<file path="config.mk">
export PLATFORM = sky130hd
export DESIGN_NAME = csr_counter_wr
export DESIGN_NICKNAME = d
export VERILOG_FILES = /design/src/rtl/csr_counter_wr.sv
export SDC_FILE = /design/constraint.sdc
export NUM_CORES = 1
export LEC_CHECK = 0
export ABC_CLOCK_PERIOD_IN_PS = 2600
export CELL_PAD_IN_SITES_DETAIL_PLACEMENT = 0
export CELL_PAD_IN_SITES_GLOBAL_PLACEMENT = 1
export CORE_UTILIZATION = 41
export DETAILED_ROUTE_END_ITERATION = 8
export HOLD_SLACK_MARGIN = 0.1
export PLACE_DENSITY = 0.81
export RECOVER_POWER = 25
export SLEW_MARGIN = 20
export SYNTH_ARGS = -nofsm -noshare
export SYNTH_HDL_FRONTEND = slang
export SYNTH_SLANG_ARGS = --single-unit
</file>
<file path="constraint.sdc">
create_clock -name clk -period 2.6 [get_ports clk]
set_input_delay 0.26 -clock clk [delete_from_list [all_inputs] [get_ports clk]]
set_output_delay 0.26 -clock clk [all_outputs]
set_load 0.02 [all_outputs]
</file>
<file path="src/rtl/csr_counter_wr.sv">
`default_nettype none
// ============================================================================
// Module   : csr_counter_wr
// Brief    : Atomic RW/RS/RC access unit for mcycle, minstret and mcountinhibit.
// Revision : 1.0 - initial release
// ============================================================================
module csr_counter_wr #(
    parameter int               XLEN              = 32,
    parameter logic [XLEN-1:0]  MCOUNTINHIBIT_RST = '0
) (
    input  wire logic            clk,
    input  wire logic            rst,
    input  wire logic            retire,
    input  wire logic            stall,
    input  wire logic            req_valid,
    output logic                 req_ready,
    input  wire logic [11:0]     req_addr,
    input  wire logic [1:0]      req_op,
    input  wire logic [XLEN-1:0] req_wdata,
    output logic                 resp_valid,
    input  wire logic            resp_ready,
    output logic [XLEN-1:0]      resp_rdata,
    output logic                 resp_illegal
);

    localparam logic [1:0]      c_OP_RW    = 2'b01;
    localparam logic [1:0]      c_OP_RS    = 2'b10;
    localparam logic [1:0]      c_OP_RC    = 2'b11;
    localparam logic [11:0]     c_A_CYC_LO = 12'hB00;
    localparam logic [11:0]     c_A_CYC_HI = 12'hB80;
    localparam logic [11:0]     c_A_IRT_LO = 12'hB02;
    localparam logic [11:0]     c_A_IRT_HI = 12'hB82;
    localparam logic [11:0]     c_A_INH    = 12'h320;
    localparam logic [XLEN-1:0] c_INH_MASK = {{(XLEN-3){1'b0}}, 3'b101};

    typedef enum logic [0:0] {
        S_IDLE = 1'b0,
        S_RESP = 1'b1
    } state_t;

    state_t             r_state;
    logic [2*XLEN-1:0]  r_mcycle;
    logic [2*XLEN-1:0]  r_minstret;
    logic [XLEN-1:0]    r_inhibit;
    logic               r_req_ready;
    logic               r_resp_valid;
    logic [XLEN-1:0]    r_rdata;
    logic               r_illegal;

    logic               w_ro;
    logic [11:0]        w_base;
    logic               w_hit;
    logic [4:0]         w_sel;
    logic [XLEN-1:0]    w_old;
    logic [XLEN-1:0]    w_new;
    logic               w_wr;
    logic               w_illegal;
    logic               w_accept;
    logic               w_commit;
    logic               w_cy_inc;
    logic               w_ir_inc;
    logic [2*XLEN-1:0]  w_mcycle_nxt;
    logic [2*XLEN-1:0]  w_minstret_nxt;
    logic [XLEN-1:0]    w_cyc_lo_sum;
    logic [XLEN-1:0]    w_irt_lo_sum;

    // C-range addresses alias the B-range counters as read-only shadows
    assign w_ro   = (req_addr[11:8] == 4'hC);
    assign w_base = w_ro ? {4'hB, req_addr[7:0]} : req_addr;

    always_comb begin
        w_hit = 1'b0;
        w_sel = '0;
        w_old = '0;
        case (w_base)
            c_A_CYC_LO: begin w_hit = 1'b1; w_sel[0] = 1'b1; w_old = r_mcycle[XLEN-1:0];        end
            c_A_CYC_HI: begin w_hit = 1'b1; w_sel[1] = 1'b1; w_old = r_mcycle[2*XLEN-1:XLEN];   end
            c_A_IRT_LO: begin w_hit = 1'b1; w_sel[2] = 1'b1; w_old = r_minstret[XLEN-1:0];      end
            c_A_IRT_HI: begin w_hit = 1'b1; w_sel[3] = 1'b1; w_old = r_minstret[2*XLEN-1:XLEN]; end
            c_A_INH:    begin w_hit = 1'b1; w_sel[4] = 1'b1; w_old = r_inhibit;                 end
            default:    begin w_hit = 1'b0; end
        endcase
    end

    always_comb begin
        case (req_op)
            c_OP_RW: w_new = req_wdata;
            c_OP_RS: w_new = w_old | req_wdata;
            c_OP_RC: w_new = w_old & ~req_wdata;
            default: w_new = w_old;
        endcase
    end

    assign w_wr      = (req_op == c_OP_RW) || ((req_op != 2'b00) && (req_wdata != '0));
    assign w_illegal = (req_op == 2'b00) || !w_hit || (w_ro && w_wr);
    assign w_accept  = (r_state == S_IDLE) && req_valid;
    assign w_commit  = w_accept && !w_illegal && w_wr;

    assign w_cy_inc     = !r_inhibit[0];
    assign w_ir_inc     = retire && !stall && !r_inhibit[2];
    assign w_cyc_lo_sum = r_mcycle[XLEN-1:0]   + {{(XLEN-1){1'b0}}, w_cy_inc};
    assign w_irt_lo_sum = r_minstret[XLEN-1:0] + {{(XLEN-1){1'b0}}, w_ir_inc};

    // A high-half write still lets the low half count, but its carry is dropped
    always_comb begin
        w_mcycle_nxt   = r_mcycle   + {{(2*XLEN-1){1'b0}}, w_cy_inc};
        w_minstret_nxt = r_minstret + {{(2*XLEN-1){1'b0}}, w_ir_inc};
        if (w_commit && w_sel[0]) w_mcycle_nxt   = {r_mcycle[2*XLEN-1:XLEN], w_new};
        if (w_commit && w_sel[1]) w_mcycle_nxt   = {w_new, w_cyc_lo_sum};
        if (w_commit && w_sel[2]) w_minstret_nxt = {r_minstret[2*XLEN-1:XLEN], w_new};
        if (w_commit && w_sel[3]) w_minstret_nxt = {w_new, w_irt_lo_sum};
    end

    always_ff @(posedge clk) begin
        if (!rst) begin
            r_state      <= S_IDLE;
            r_mcycle     <= '0;
            r_minstret   <= '0;
            r_inhibit    <= MCOUNTINHIBIT_RST & c_INH_MASK;
            r_req_ready  <= 1'b1;
            r_resp_valid <= 1'b0;
            r_rdata      <= '0;
            r_illegal    <= 1'b0;
        end else begin
            r_mcycle   <= w_mcycle_nxt;
            r_minstret <= w_minstret_nxt;
            if (w_commit && w_sel[4]) begin
                r_inhibit <= w_new & c_INH_MASK;
            end
            case (r_state)
                S_IDLE: begin
                    if (req_valid) begin
                        r_state      <= S_RESP;
                        r_req_ready  <= 1'b0;
                        r_resp_valid <= 1'b1;
                        r_rdata      <= w_illegal ? '0 : w_old;
                        r_illegal    <= w_illegal;
                    end
                end
                S_RESP: begin
                    if (resp_ready) begin
                        r_state      <= S_IDLE;
                        r_req_ready  <= 1'b1;
                        r_resp_valid <= 1'b0;
                    end
                end
                default: begin
                    r_state      <= S_IDLE;
                    r_req_ready  <= 1'b1;
                    r_resp_valid <= 1'b0;
                end
            endcase
        end
    end

    assign req_ready    = r_req_ready;
    assign resp_valid   = r_resp_valid;
    assign resp_rdata   = r_rdata;
    assign resp_illegal = r_illegal;

endmodule
`default_nettype wire
</file>
==> metrics.txt <==
Total GRT Usage 32.2%; R2R Path End r_minstret[62]; Slew @ Worst Pin 0.767 ns; R2R depth 8; Yosys cell types 77; RSZ-0062 raised after global routing yes; Critical Path Sink Type register; fin. max-slew vios 0; status completed; DRC viols 0; setup slack after placement -0.516 ns; fin area 0.0144 mm²; grt total ovfl 0; number of antenna violations at the first check in global routing 0; H-tree depth 4; min-delay src rst; Via Count 11.9k; Max rail drop VDD 0.426 mV; Post-Route Utilization 56.5%; total chip power 5.80 mW; clock buffer count from CTS 17; arrival time at the worst endpoint 2.95 ns; Post-Synthesis Cells 1282; Vias per Instance 6.29; Layout Skew 0.0111 ns; area post-placement 0.0137 mm²; drt total wl 43.0 mm; Largest stage delay, worst path 0.55 ns; period utilization 99.3%; Fill cells 2312; DRT iter0 DRCs 1369; share of cells above drive strength 1 24.4%; worst hold path type input port to register; Layout Nets 1606; post-synth top area share 31.0%; Starting Density 42.3%; synthesized cell area 0.0107 mm²; PwrDens 404 mW/mm²; yosys warns 0; net count after synthesis 1338; CTS tree built; r2r setup slk 0.02 ns; hold-fix buffer count after cts 0; clk slew on worst S/H paths 0.07 ns; Hold Path End r_mcycle[60]; die span in y 164 µm; register area share after synthesis 31.0%; hold slack 0.383 ns; largest net degree at the start of global routing 59; DRT Pass-1 Iters 5; Routed Antenna Nets 0; critical path class register to register; R2R Path Start r_inhibit[2]; clk sinks 166; crit path max-delay cell type or4_4; EDFF count, synth 0; HPWL Detailed 32.0 mm; Area contributors post-synth dfxtp_1, mux4_2, xnor2_1, nand2_1, nor2_1; CTS Buffer Depth 2; Finish-stage setup viols 0; async set or reset register ratio after synthesis 0%; vias in the first global route 11.0k; clk root buf clkbuf_16; Final min period 2.58 ns; Die Area 0.0268 mm²; crit-path max FO 2; Placement Rows 58; Hold Violations, Final 0; Clock Latency Late Sink 0.44 ns; # diodes 0; post-route setup slack 0.0177 ns; RD Place Congestion 0.997; cells along the critical path nor3b_2 > ha_2 > ha_4 > nand3_4 > or4_4 > or4_4 > or3_1 > a31oi_1; number of max-cap violations 0; Lkg Pwr 5.21 nW; FF+latch count, synth 166; DIE WIDTH 164 µm; Critical Path Most Common Cell or4_4; Relative slew margins 48.9%; number of top-level pins 87; Mapped Avg Cell Area 8.37 µm²; Hold Path Cell Cnt 3; first-pass GRT wire length 65.3 mm; crit start category register; wire length per cell 22.7 µm; IO buf count 86; P&R area growth vs syn 33.8%; leading area contributor after synthesis dfxtp_1; Crit path required time 2.97 ns; top_reg_cell synth dfxtp_1; Max Clock Freq 387 MHz; Core Area 0.0254 mm²
how the worst max path moves through the flow:
stage | endpoint | from | slack, ns
finish | r_minstret[62] | r_inhibit[2] | 0.02
global route | r_minstret[62] | r_inhibit[2] | -0.07
CTS | r_minstret[35] | req_addr[10] | 0.003
detailed placement | r_minstret[62] | retire | -0.52
global placement | r_minstret[62] | retire | -0.56
floorplan | r_minstret[62] | r_inhibit[2] | 0.0001
layer usage:
layer  up-vias  wire (µm)  share of wire, %  GRT usage, %
li1       5430          -                 -             -
met1      5753      18600                43          44.2
met2       634      18900                44          49.2
met3        95       3940               9.1          6.09
met4         0       1550               3.6          13.6
met5         -          0                 0             0
report_power, final:
group / leakage (nW) / switching, mW / internal, mW
logic: 3.59 / 0.366 / 0.295
clock network: 0.277 / 1.23 / 1.34
registers: 1.34 / 0.0117 / 2.55
total: 5.21 / 1.61 / 4.19
placed cells by master (no fill, tap or decap), drive strengths merged, types with 8 or more instances in the layout:
| cell | count |
|---|---|
| nand3 | 63 |
| nand4 | 54 |
| or4 | 12 |
| o32a | 17 |
| a2bb2oi | 36 |
| buf | 262 |
| or3 | 9 |
| and3 | 23 |
| xor2 | 20 |
| a211oi | 60 |
| o21ai | 18 |
| nor3 | 23 |
| nor2 | 124 |
| clkbuf | 21 |
| o211ai | 22 |
| nor4 | 31 |
| o311ai | 13 |
| or2 | 8 |
| a31oi | 12 |
| dlygate4sd3 | 35 |
| mux4 | 30 |
| mux2i | 11 |
| and4 | 19 |
| a22o | 20 |
| nand2b | 13 |
| a21oi | 49 |
| clkdlybuf4s50 | 47 |
| xnor2 | 70 |
| and2 | 9 |
| dfxtp | 166 |
| inv | 14 |
| a22oi | 14 |
| nand2 | 149 |
synthesized netlist by cell type (all sizes together), types with 6 or more instances:
cell / count
a21oi: 49
o31a: 7
buf: 29
nor2: 124
inv: 6
and3: 23
and4: 19
xnor2: 70
o211ai: 22
o311ai: 13
or4: 12
clkbuf: 70
a2bb2oi: 36
and2: 9
a22oi: 14
xor2: 20
nor4: 31
dfxtp: 166
a31oi: 12
or2: 8
nand2: 149
a211oi: 60
mux4: 30
nand4: 54
nand3: 63
or3: 9
mux2i: 11
o21ai: 18
nand2b: 13
a22o: 20
o211a: 6
o32a: 17
nor3: 23
kinds of logic (layout without fill, tap and decap cells):
| group | count (synthesis) | count (layout) | share of synthesized area, % |
|---|---|---|---|
| xor+xnor | 90 | 90 | 7.35 |
| fa+ha+maj | 4 | 4 | 0.466 |
| compound gates | 317 | 317 | 22.9 |
| mux | 44 | 44 | 7.64 |
| buf+inv | 106 | 387 | 4.05 |
| simple gates | 555 | 555 | 26.7 |
| flops | 166 | 166 | 31.0 |
through the flow:
step / TNS (ns) / cells
floorplan: 0 / 1282
global placement: -36.96 / 1859
detailed placement: -39.96 / 1859
CTS: 0 / 1891
global route: -0.131 / 1893
finish: 0 / 1893
worst max-delay path: cells and delay by family (launching register included):
family	cells	cell delay, ns
adder cells (fa/ha/maj)	2	0.40
AND/OR/NAND/NOR	5	1.65
flip-flops	1	0.34
AO/OA/AOI/OAI	1	0.12
what timing repair did:
action / CTS / global route
cloned: 0 / 0
endpoints found under the setup margin: 7 / 65
gates resized for setup: 5 / 27
endpoints found under the hold margin: 0 / 0
pin swaps: 2 / 7
buffers inserted: 0 / 2
cell type report:
class | instances | area [µm²] | share of cell area [%]
flip-flops and latches | 166 | 3330 | 23.2
multi-input cells | 1010 | 7120 | 49.5
repair buffers | 348 | 2910 | 20.3
clock inverters | 15 | 141 | 0.984
clock buffers | 17 | 425 | 2.96
inverters | 7 | 28.8 | 0.200
well taps | 330 | 413 | 2.87
state kept, by name, indices dropped and copies added, names as in the netlist:
name          flops
r_state           1
r_minstret       64
r_inhibit         2
resp_illegal      1
r_mcycle         64
resp_rdata       32
req_ready         1
resp_valid        1
No activity file was read; power rests on OpenSTA's default activity.
